[src/rtl/triangle_monitor.sv]
// triangle_monitor
// Receiver/checker for an N-bit triangle sample stream (0 .. MAX .. 0 ...).
// Locks at a valley (sample 0), then tracks the +1/-1 slope. It reports
// direction, peak/valley events and the valley-to-valley period in accepted
// samples, and counts any step that breaks the ideal pattern.
module triangle_monitor #(
   parameter int N        = 8,
   parameter int PERIOD_W = N + 1,
   parameter int ERRCNT_W = 8
) (
   input  logic                clk,
   input  logic                rst,
   input  logic                ena,
   input  logic [N-1:0]        in,
   output logic                locked,
   output logic                dir,
   output logic                peak,
   output logic                valley,
   output logic                period_valid,
   output logic [PERIOD_W-1:0] period,
   output logic                err,
   output logic [ERRCNT_W-1:0] err_count
);

   typedef enum logic [1:0] {
      IDLE    = 2'd0,
      RISING  = 2'd1,
      FALLING = 2'd2
   } state_t;

   localparam logic [N-1:0] MAX = '1;

   state_t              r_state;
   logic [N-1:0]        r_prev;
   logic [PERIOD_W-1:0] r_cnt;
   logic                r_locked;
   logic                r_dir;
   logic                r_peak;
   logic                r_valley;
   logic                r_period_valid;
   logic [PERIOD_W-1:0] r_period;
   logic                r_err;
   logic [ERRCNT_W-1:0] r_err_count;

   // Neighbour values are formed one bit wider than the sample so that
   // MAX+1 and 0-1 can never compare equal to a legal N-bit input.
   logic [N:0]          w_in_ext;
   logic [N:0]          w_prev_inc;
   logic [N:0]          w_prev_dec;
   logic [PERIOD_W-1:0] w_cnt_inc;
   logic [ERRCNT_W-1:0] w_err_inc;

   assign w_in_ext   = {1'b0, in};
   assign w_prev_inc = {1'b0, r_prev} + 1'b1;
   assign w_prev_dec = {1'b0, r_prev} - 1'b1;
   assign w_cnt_inc  = (r_cnt == '1) ? r_cnt : r_cnt + 1'b1;
   assign w_err_inc  = (r_err_count == '1) ? r_err_count : r_err_count + 1'b1;

   // Tracking state machine with all outputs registered; pulses clear every cycle.
   always_ff @(posedge clk) begin
      if (rst) begin
         r_state        <= IDLE;
         r_prev         <= '0;
         r_cnt          <= '0;
         r_locked       <= 1'b0;
         r_dir          <= 1'b0;
         r_peak         <= 1'b0;
         r_valley       <= 1'b0;
         r_period_valid <= 1'b0;
         r_period       <= '0;
         r_err          <= 1'b0;
         r_err_count    <= '0;
      end else begin
         r_peak         <= 1'b0;
         r_valley       <= 1'b0;
         r_period_valid <= 1'b0;
         r_err          <= 1'b0;
         if (ena) begin
            r_prev <= in;
            case (r_state)
               IDLE: begin
                  // Only a valley can start tracking; nothing is an error here.
                  if (in == '0) begin
                     r_state  <= RISING;
                     r_cnt    <= '0;
                     r_locked <= 1'b1;
                     r_dir    <= 1'b1;
                  end
               end
               RISING: begin
                  if (w_in_ext == w_prev_inc) begin
                     r_cnt <= w_cnt_inc;
                     if (in == MAX) begin
                        r_peak  <= 1'b1;
                        r_state <= FALLING;
                        r_dir   <= 1'b0;
                     end
                  end else begin
                     // Bad step: drop lock; even a 0 here must wait for the next sample.
                     r_err       <= 1'b1;
                     r_err_count <= w_err_inc;
                     r_state     <= IDLE;
                     r_cnt       <= '0;
                     r_locked    <= 1'b0;
                     r_dir       <= 1'b0;
                  end
               end
               FALLING: begin
                  if (w_in_ext == w_prev_dec) begin
                     if (in == '0) begin
                        r_valley       <= 1'b1;
                        r_period_valid <= 1'b1;
                        r_period       <= w_cnt_inc;
                        r_cnt          <= '0;
                        r_state        <= RISING;
                        r_dir          <= 1'b1;
                     end else begin
                        r_cnt <= w_cnt_inc;
                     end
                  end else begin
                     r_err       <= 1'b1;
                     r_err_count <= w_err_inc;
                     r_state     <= IDLE;
                     r_cnt       <= '0;
                     r_locked    <= 1'b0;
                     r_dir       <= 1'b0;
                  end
               end
               default: begin
                  r_state  <= IDLE;
                  r_cnt    <= '0;
                  r_locked <= 1'b0;
                  r_dir    <= 1'b0;
               end
            endcase
         end
      end
   end

   assign locked       = r_locked;
   assign dir          = r_dir;
   assign peak         = r_peak;
   assign valley       = r_valley;
   assign period_valid = r_period_valid;
   assign period       = r_period;
   assign err          = r_err;
   assign err_count    = r_err_count;

endmodule
[config.mk]
export PLATFORM = sky130hd
export DESIGN_NAME = triangle_monitor
export DESIGN_NICKNAME = d
export VERILOG_FILES = /design/src/rtl/triangle_monitor.sv
export SDC_FILE = /design/constraint.sdc
export NUM_CORES = 1
export LEC_CHECK = 0
export BUFFER_PORTS_ARGS = -buffer_cell sky130_fd_sc_hd__clkbuf_2
export CAP_MARGIN = 40
export CORE_UTILIZATION = 60
export CTS_CLUSTER_DIAMETER = 50
export DETAILED_ROUTE_END_ITERATION = 7
export PLACE_DENSITY = 0.82
export SLEW_MARGIN = 20
export SYNTH_ARGS = -nofsm -noshare
export SYNTH_HDL_FRONTEND = slang
export SYNTH_SLANG_ARGS = --single-unit
export TNS_END_PERCENT = 5
[constraint.sdc]
create_clock -name clk -period 4.8 [get_ports clk]
set_clock_uncertainty 0.05 [all_clocks]
set_input_delay 0.72 -clock clk [delete_from_list [all_inputs] [get_ports clk]]
set_output_delay 0.72 -clock clk [all_outputs]
set_load 0.01 [all_outputs]
Yosys cells after proc, flatten, opt, wreduce, memory -nomap -nowiden:

Cells that the tools add are included.

* bits of input ports: 11
* logic and storage cells: 70
* register bits after elaboration: 41

* equality and inequality tests: 11
* reductions and logical operators: 11
* add/sub/neg operators: 4
* bitwise operators: 5
* mux-type cells: 29

Operators by type and width (number)
* $mux W9: 5
* $pmux W9 S3: 1
* $mux W8: 3
* $eq A8 B9 Y1: 2
* $eq A8 B8 Y1 const B: 2
* $pmux W8 S2: 1
* $reduce_and A4 Y1: 3
* $mux W1: 11
* $add A8 B1 Y9 const B: 1
* $add A9 B1 Y9 const B: 1
* $eq A9 B9 Y1 const B: 1
* $sub A8 B1 Y9 const B: 1
* $add A8 B1 Y8 const B: 1
* $logic_not A8 Y1: 1
* $mux W2: 4
* $reduce_or A4 Y1: 2
* $ne A2 B2 Y1 const B: 3
* $pmux W1 S3: 2
* $pmux W2 S3: 1
* $not A1 Y1: 5
* $reduce_and A2 Y1: 2
* $ne A3 B3 Y1 const B: 1
* $eq A2 B1 Y1 const B: 1
* $eq A2 B2 Y1 const B: 1
* 4 further kinds: 4

Depth between registers and ports, before layout:

Gate-level depths: netlist (run 1).

* depth in word-level cells: 5
* gate-level depth with buffers: 11

Worst setup path before layout (run 1):

Ideal clock, no wire load.

* kind: input to register
* from: input port in[5]
* to: register r_err_count[7], in the netlist err_count[7]
* data arrival time: 2.601 ns
* path slack: 2.025 ns
* stages: 8
* data required time: 4.627 ns
* path through: clkbuf_1 xnor2_1 or4_1 a21oi_1 a21oi_1 nor4b_4 nor3_1 mux2_1

* cells in the longest elaborated chain, start to end: 3
* elaborated cells on any way between the ends: 5
* classes of those cells: 4 x eq/ne; 1 x reduce/logical

Ends and longest elaborated chain
* from (decl): line 14 `input logic [N-1:0] in,`
* $eq A8 B9 Y1 (on tied branches): line 109, 91
* $ne A2 B2 Y1 (no source line)
* $reduce_and A4 Y1 (no source line) *
* to (signal assigned): line 101 `r_err_count <= w_err_inc;`
* to (signal assigned): line 122 `r_err_count <= w_err_inc;`
* to (decl): line 43 `logic [ERRCNT_W-1:0] r_err_count;`

Mark *: on every way between the ends. The rest lies on a longest branch, timed or not.
A chain may end at the register's enable or synchronous reset.

Worst setup path in the final report (run 1):

* from: register r_prev[0]
* to: register r_period[3], in the netlist period[3]

* cells in the longest elaborated chain, start to end: 3

Ends and longest elaborated chain
* from (decl): line 34 `logic [N-1:0] r_prev;`
* from (signal assigned): line 79 `r_prev <= in;`
* $sub A8 B1 Y9: line 55 `assign w_prev_dec = {1'b0, r_prev} - 1'b1;`
* $eq A8 B9 Y1: line 109 `if (w_in_ext == w_prev_dec) begin`
* $reduce_and A4 Y1 (no source line)
* to (signal assigned): line 113 `r_period <= w_cnt_inc;`
* to (decl): line 41 `logic [PERIOD_W-1:0] r_period;`

No other way between the ends.

==> results.json, run 1 <==
{
  "status": "finished, final reports clean",
  "startpoint_type": "flip-flop",
  "vias": 2365,
  "core_mm2": 0.00412,
  "finalNonFillerCells": 387,
  "synth_top_area_share_pct": 31.0,
  "grt_start_max_net_pins": 33,
  "synthMuxAreaShare_pct": 8.28,
  "layout-drive-gt1-share_pct": 17.8,
  "async_flop_share_pct": 0,
  "max_freq_mhz": 336,
  "rsz0062_at_grt": "no",
  "area.growth.synth_to_final_pct": 10.5,
  "finalHoldViolations": 0,
  "syn_nets": 332,
  "hold_buffers": 0,
  "drt_iter0_drc": 197,
  "end_kind": "flip-flop",
  "worstSkewPairLatency_ns": 0.30,
  "diodes": 0,
  "worstPathRequired_ns": 4.97,
  "hold_class": "flip-flop to flip-flop",
  "cts_setup_buffers": 0,
  "viasPerCell": 6.11,
  "grt_overflow": 0,
  "cts_tree": "built",
  "rows": 23,
  "synth_flop_cell": "dfxtp_1",
  "synth_top_family_by_area": "simple AND/OR/NAND/NOR gates",
  "syn_inst": 313,
  "critPathArrivalTime_ns": 3.14,
  "seq_area_um2": 821,
  "synth-xor-area-share_pct": 6.29,
  "post_cts_resized": 0,
  "dp_worst_setup_slack_ns": 1.75,
  "root_buffer": "clkbuf_8",
  "wl_per_cell_um": 15.2,
  "io_buffer_count": 33,
  "cap_violations": 0,
  "synth_area_mm2": 0.00264,
  "cts.clk_slew.worst_paths_ns": 0.08,
  "die_x_um": 68.4,
  "synth_compound_area_share_pct": 17.6,
  "gp_congestion": 0.936,
  "peakVddDrop_v": 0.000186,
  "fin_crit_sh_pct": 62.0,
  "wl_mm": 5.90,
  "synthSimpleGateAreaFrac_pct": 27.6,
  "relSlewSlack_pct": 54.9,
  "drc": 0,
  "nFillCells": 341,
  "synth_top_cell_by_area": "dfxtp_1",
  "cp_max_fo": 13,
  "grt_pass1_vias": 2125,
  "io_pins": 34,
  "start_util_pct": 64.2,
  "worst_slack_ns": 1.82,
  "yosysSeqAreaShare_pct": 31.0,
  "nNetsFinal": 355,
  "synth_cell_type_count": 55,
  "die_h_um": 68.4,
  "p_leak_nw": 1.12,
  "period_minus_slack_ns": 2.98,
  "tns_ns": 0,
  "hold-worst-slack_ns": 0.419,
  "synth-seq-cells": 41,
  "hpwlAfterDp_mm": 4.25,
  "avgSynthCellArea_um2": 8.45,
  "grt_usage_pct": 27.1,
  "yosysWarnings": 0,
  "setup_viol": 0,
  "drtAntennaViolNets": 0,
  "drv_slew": 0,
  "synth_area_leaders": "dfxtp_1, mux2i_1, nor2_1, ha_1, xnor2_1",
  "cts_buffer_depth": 2,
  "p_per_area_mw_per_mm2": 250,
  "cts_sinks": 41,
  "critical_path_class": "flip-flop to flip-flop",
  "die_area_mm2": 0.00468,
  "htreeDepth": 2,
  "synthAdderAreaFrac_pct": 3.79,
  "place_area_mm2": 0.00281,
  "cts_buffers": 5,
  "post-place-cells": 379,
  "multi_input_area_mm2": 0.00168,
  "firstDrtPassIters": 4,
  "antenna_found_initial": 0,
  "tightest_slew_ns": 0.676,
  "final_cell_area_mm2": 0.00292,
  "grt_first_pass_wirelength_mm": 9.54,
  "synth-edff-count": 0
}
[critical path, cell delays in order (launching register included)]
cell	delay [ns]
dfxtp_1	0.40
or4_1	0.66
or4_1	0.51
a21oi_1	0.19
or2_2	0.17
and4_1	0.59
nor2_1	0.11
a211oi_2	0.23
[registers in the layout (all words and copies together) (netlist names)]
name	flops
period	9
r_state	2
err	1
peak	1
r_cnt	9
err_count	8
r_prev	8
dir	1
locked	1
period_valid	1
[cell usage after synthesis, drive strengths merged (5+ instances only)]
cell and count:
xnor2 11, nor3 8, mux2 7, and3 9
inv 12, nor4b 5, nand2 13, ha 8
clkbuf 10, nor2 35, nand2b 5, nor4 6
buf 9, a21oi 19, mux2i 14, dfxtp 41
a211oi 7, o211ai 5, nor2b 6, o21ai 6
nand3b 5, nand4 5, xor2 8, nand3 14
[logic make-up (layout without fill, tap and decap cells)]
family / Yosys count / count (layout)
simple gates: 130 / 130
mux: 21 / 21
compound gates: 63 / 63
flops: 41 / 41
fa+ha+maj: 8 / 8
buf+inv: 31 / 55
xor+xnor: 19 / 19
[cell usage in the layout (no fill, tap or decap), types with 7 or more instances in the layout]
master,count
a21oi_1,19
xor2_1,8
mux2i_1,14
nor3_1,7
dfxtp_1,41
nand2_1,13
ha_1,8
nor2_1,35
nand3_1,14
inv_1,12
clkbuf_2,33
xnor2_1,11
and3_1,9
[metal layers]
layer,track usage (%),up-vias,wire (um)
met5,0,-,0
met1,37.0,1092,2870
met4,9.11,0,101
met3,5.00,10,288
met2,42.4,68,2640
li1,-,1195,-
[worst paths after layout]
path | from | endpoint | slack [ns] | cells past startpoint
max | r_prev[0] | period[3] | 1.82 | 7
min reg2reg | period[2] | period[2] | 0.42 | 2
max reg2reg | r_prev[0] | period[3] | 1.82 | 7
min | period[2] | period[2] | 0.42 | 2
[cell type report]
type                            instances  area share [%]
Tap cell                               50            2.14
Clock buffer                            7            2.96
Timing Repair Buffer                   35            6.77
Inverter                               12            1.54
Clock inverter                          1            1.03
Sequential cell                        41            28.1
Multi-Input combinational cell        241            57.5
[power by group]
part | internal, W | switching [W] | leakage (nW)
clock | 0.000170 | 0.000119 | 0.0585
sequential | 0.000344 | 0.00000837 | 0.332
combinational | 0.0000356 | 0.0000536 | 0.726
total | 0.000549 | 0.000181 | 1.12
[per-stage QoR]
step	total power (W)	util [%]
finish	0.000730	71.0
CTS	0.000734	71.0
detailed placement	0.000448	68.2
global placement	0.000442	67.4
floorplan	0.000425	-
global route	0.000755	71.0
No activity file was read; power rests on OpenSTA's default activity.
==> run 2, diff against run 1 <==
--- a/config.mk
+++ b/config.mk
@@ -5,12 +5,13 @@
 export SDC_FILE = /design/constraint.sdc
 export NUM_CORES = 1
 export LEC_CHECK = 0
+export ABC_AREA = 1
 export BUFFER_PORTS_ARGS = -buffer_cell sky130_fd_sc_hd__clkbuf_2
 export CAP_MARGIN = 40
-export CORE_UTILIZATION = 60
+export CORE_UTILIZATION = 53
 export CTS_CLUSTER_DIAMETER = 50
 export DETAILED_ROUTE_END_ITERATION = 7
-export PLACE_DENSITY = 0.82
+export PLACE_DENSITY = 0.77
 export SLEW_MARGIN = 20
 export SYNTH_ARGS = -nofsm -noshare
 export SYNTH_HDL_FRONTEND = slang
==> constraint.sdc (replaced) <==
create_clock -name clk -period 2.6 [get_ports clk]
set_clock_uncertainty 0.05 [all_clocks]
set_input_delay 0.39 -clock clk [delete_from_list [all_inputs] [get_ports clk]]
set_output_delay 0.39 -clock clk [all_outputs]
set_load 0.01 [all_outputs]
==> run 2 against run 1 <==
Maximum frequency grew 27%. Count of clock-buffer cells in the layout is 1 lower. Hold slack worse by 0.079 ns. Global-route usage is 2.3 points lower. Combinational power rose by 95%. Setup slack lost 1.6 ns. Sequential cell count did not move. Non-clock buffer count increased by 4. Clock power increased by 80%. Critical path type unchanged. Critical endpoint is now r_cnt[5]. Largest cell class unchanged.
==> results.json, run 2 <==
{
  "worst_slack_ns": 0.261,
  "end_kind": "flip-flop",
  "fin_crit_sh_pct": 90.0,
  "cp_max_fo": 10,
  "root_buffer": "clkbuf_8",
  "drc": 0,
  "crit_path_frequent_cell": "nand2_1",
  "final_common_cell": "nand2_1",
  "die_x_um": 73.4,
  "finalHoldViolations": 0,
  "synth_area_mm2": 0.00270,
  "cts_setup_buffers": 0,
  "grt_usage_pct": 24.8,
  "nNetsFinal": 484,
  "place_area_mm2": 0.00290,
  "drt_iter0_drc": 261,
  "gr-usage-met3_pct": 6.86,
  "setup_viol": 0,
  "viasPerCell": 5.22,
  "synth_top_area_share_pct": 30.4,
  "rows": 25,
  "start_util_pct": 56.1,
  "syn_nets": 452,
  "drv_slew": 0,
  "critical_path_class": "flip-flop to flip-flop",
  "htreeDepth": 2,
  "synth-seq-cells": 41,
  "cap_violations": 0,
  "max_freq_mhz": 428,
  "critPathArrivalTime_ns": 2.52,
  "async_flop_share_pct": 0,
  "cts_buffer_depth": 2,
  "cts_sinks": 41,
  "synth_cell_type_count": 29,
  "cp_slowest_cell": "dfxtp_1",
  "io_pins": 34,
  "relSlewSlack_pct": 65.8,
  "final_cell_area_mm2": 0.00302,
  "wl_mm": 6.26,
  "use_met2_pct": 36.5,
  "hpwlAfterDp_mm": 4.74,
  "totalPowerFinal_w": 0.00135,
  "path_buf_inv": 3,
  "p_leak_nw": 1.44,
  "diodes": 0,
  "cts_buffers": 5,
  "grt_first_pass_wirelength_mm": 10.3,
  "worstSkewPairLatency_ns": 0.31,
  "grtUsageMet1_pct": 35.8,
  "avgSynthCellArea_um2": 6.24,
  "wl_per_cell_um": 11.7,
  "yosysSeqAreaShare_pct": 30.4,
  "tns_ns": 0,
  "dp_worst_setup_slack_ns": 0.270,
  "yosysWarnings": 0,
  "cts.clk_slew.worst_paths_ns": 0.09,
  "path_cells": "inv_1, ha_1, inv_1, nand2_1, nand2_1, nand2_1, nor2_1, nand2_1, nor2_2, nand3_1, buf_4, o21ai_4, nand3_1, a21oi_1",
  "layout-drive-gt1-share_pct": 15.0,
  "io_buffer_count": 33,
  "status": "finished, final reports clean",
  "drtAntennaViolNets": 0,
  "gp_congestion": 0.938,
  "yosysMostFrequentCell": "nand2_1",
  "synth_top_cell_by_area": "dfxtp_1",
  "peakVddDrop_v": 0.000305,
  "hold-worst-slack_ns": 0.341,
  "critPathTopFamily": "simple AND/OR/NAND/NOR gates",
  "die_area_mm2": 0.00539,
  "grt_start_max_net_pins": 23,
  "synth_common_cells": "nand2_1, inv_1, nor2_1",
  "grt.busiest_layer": "met2",
  "synth-edff-count": 0,
  "syn_inst": 433,
  "hold_class": "input port to flip-flop",
  "cts_tree": "built",
  "rsz0062_at_grt": "no",
  "synth_flop_cell": "dfxtp_1",
  "core_mm2": 0.00482,
  "die_h_um": 73.4,
  "worstPathRequired_ns": 2.78,
  "area.growth.synth_to_final_pct": 11.7,
  "nFillCells": 484,
  "antenna_found_initial": 0,
  "synth_area_leaders": "dfxtp_1, nand2_1, inv_1, nor2_1, nand3_1",
  "grt_pass1_vias": 2251,
  "layout_common_cells": "nand2_1, inv_1, nor2_1",
  "p_per_area_mw_per_mm2": 448,
  "firstDrtPassIters": 5,
  "tightest_slew_ns": 0.513,
  "vias": 2784,
  "period_minus_slack_ns": 2.34,
  "critPathMaxStageDelay_ns": 0.44,
  "grt_overflow": 0,
  "startpoint_type": "flip-flop"
}
## run 2: cell count changes after synthesis, moves of 6 or more
cell     change
nand2_1     +98
nand4_1      +6
nand3_1     +21
xnor2_1      -7
o21ai_0     +23
nor2_1      +14
nor2_2       +8
and3_1       -8
nor2b_1      -6
mux2i_1     -14
inv_1       +50
a21oi_1      +9
## run 2: what timing repair did
item,in CTS,in global routing
setup endpoints to repair,0,2
hold buffers,0,0
resized for setup,0,2
## run 2: final cells by class
| cell class | instances | area (um^2) | share of cell area [%] |
|---|---|---|---|
| Multi-Input combinational cell | 311 | 1540 | 51.0 |
| Tap cell | 67 | 83.8 | 2.78 |
| Sequential cell | 41 | 822 | 27.2 |
| Timing Repair Buffer | 39 | 210 | 6.96 |
| Inverter | 67 | 251 | 8.33 |
| Clock buffer | 6 | 72.6 | 2.40 |
| Clock inverter | 2 | 38.8 | 1.28 |
## run 2: cells by family (layout without fill, tap and decap cells)
logic type	count (synthesis)	after routing	share of synthesized area, %
buffers and inverters	81	114	13.0
AO/OA/AOI/OAI	58	58	11.4
adder cells (fa/ha/maj)	8	8	3.70
AND/OR/NAND/NOR	237	237	39.0
flip-flops	41	41	30.4
XOR/XNOR	8	8	2.59
## run 2: path summary, 6_finish.rpt
path	start	to	slack, ns	depth (start not counted)
worst max-delay path	r_prev[1]	r_cnt[5]	0.26	14
worst min-delay path	in[0]	r_prev[0]	0.34	3
worst max register to register	r_prev[1]	r_cnt[5]	0.26	14
worst min register to register	period[1]	period[1]	0.40	2
## run 2: worst register-to-register path, stage by stage (launching register included)
cell and delay (ns):
dfxtp_1 0.44, inv_1 0.07, ha_1 0.29, inv_1 0.06, nand2_1 0.04, nand2_1 0.09, nand2_1 0.06, nor2_1 0.14
nand2_1 0.08, nor2_2 0.10, nand3_1 0.11, buf_4 0.20, o21ai_4 0.26, nand3_1 0.13, a21oi_1 0.15
## run 2: layer usage
metal	routed length (um)	up-vias
met5	0	-
met4	66	0
met3	477	8
met2	2600	98
met1	3120	1235
li1	-	1443
## run 2: through the flow
stage | utilization (%) | instances
final | 62.7 | 533
after global routing | 62.7 | 533
after CTS | 62.5 | 533
after detailed placement | 60.2 | 525
after global placement | 60.2 | 525
after floorplan | - | 433
## run 2: power breakdown
part	leakage (nW)	internal, W	switching (W)	total (W)
combinational	1.05	0.0000606	0.000113	0.000174
clock	0.0554	0.000288	0.000233	0.000521
sequential	0.332	0.000636	0.0000199	0.000656
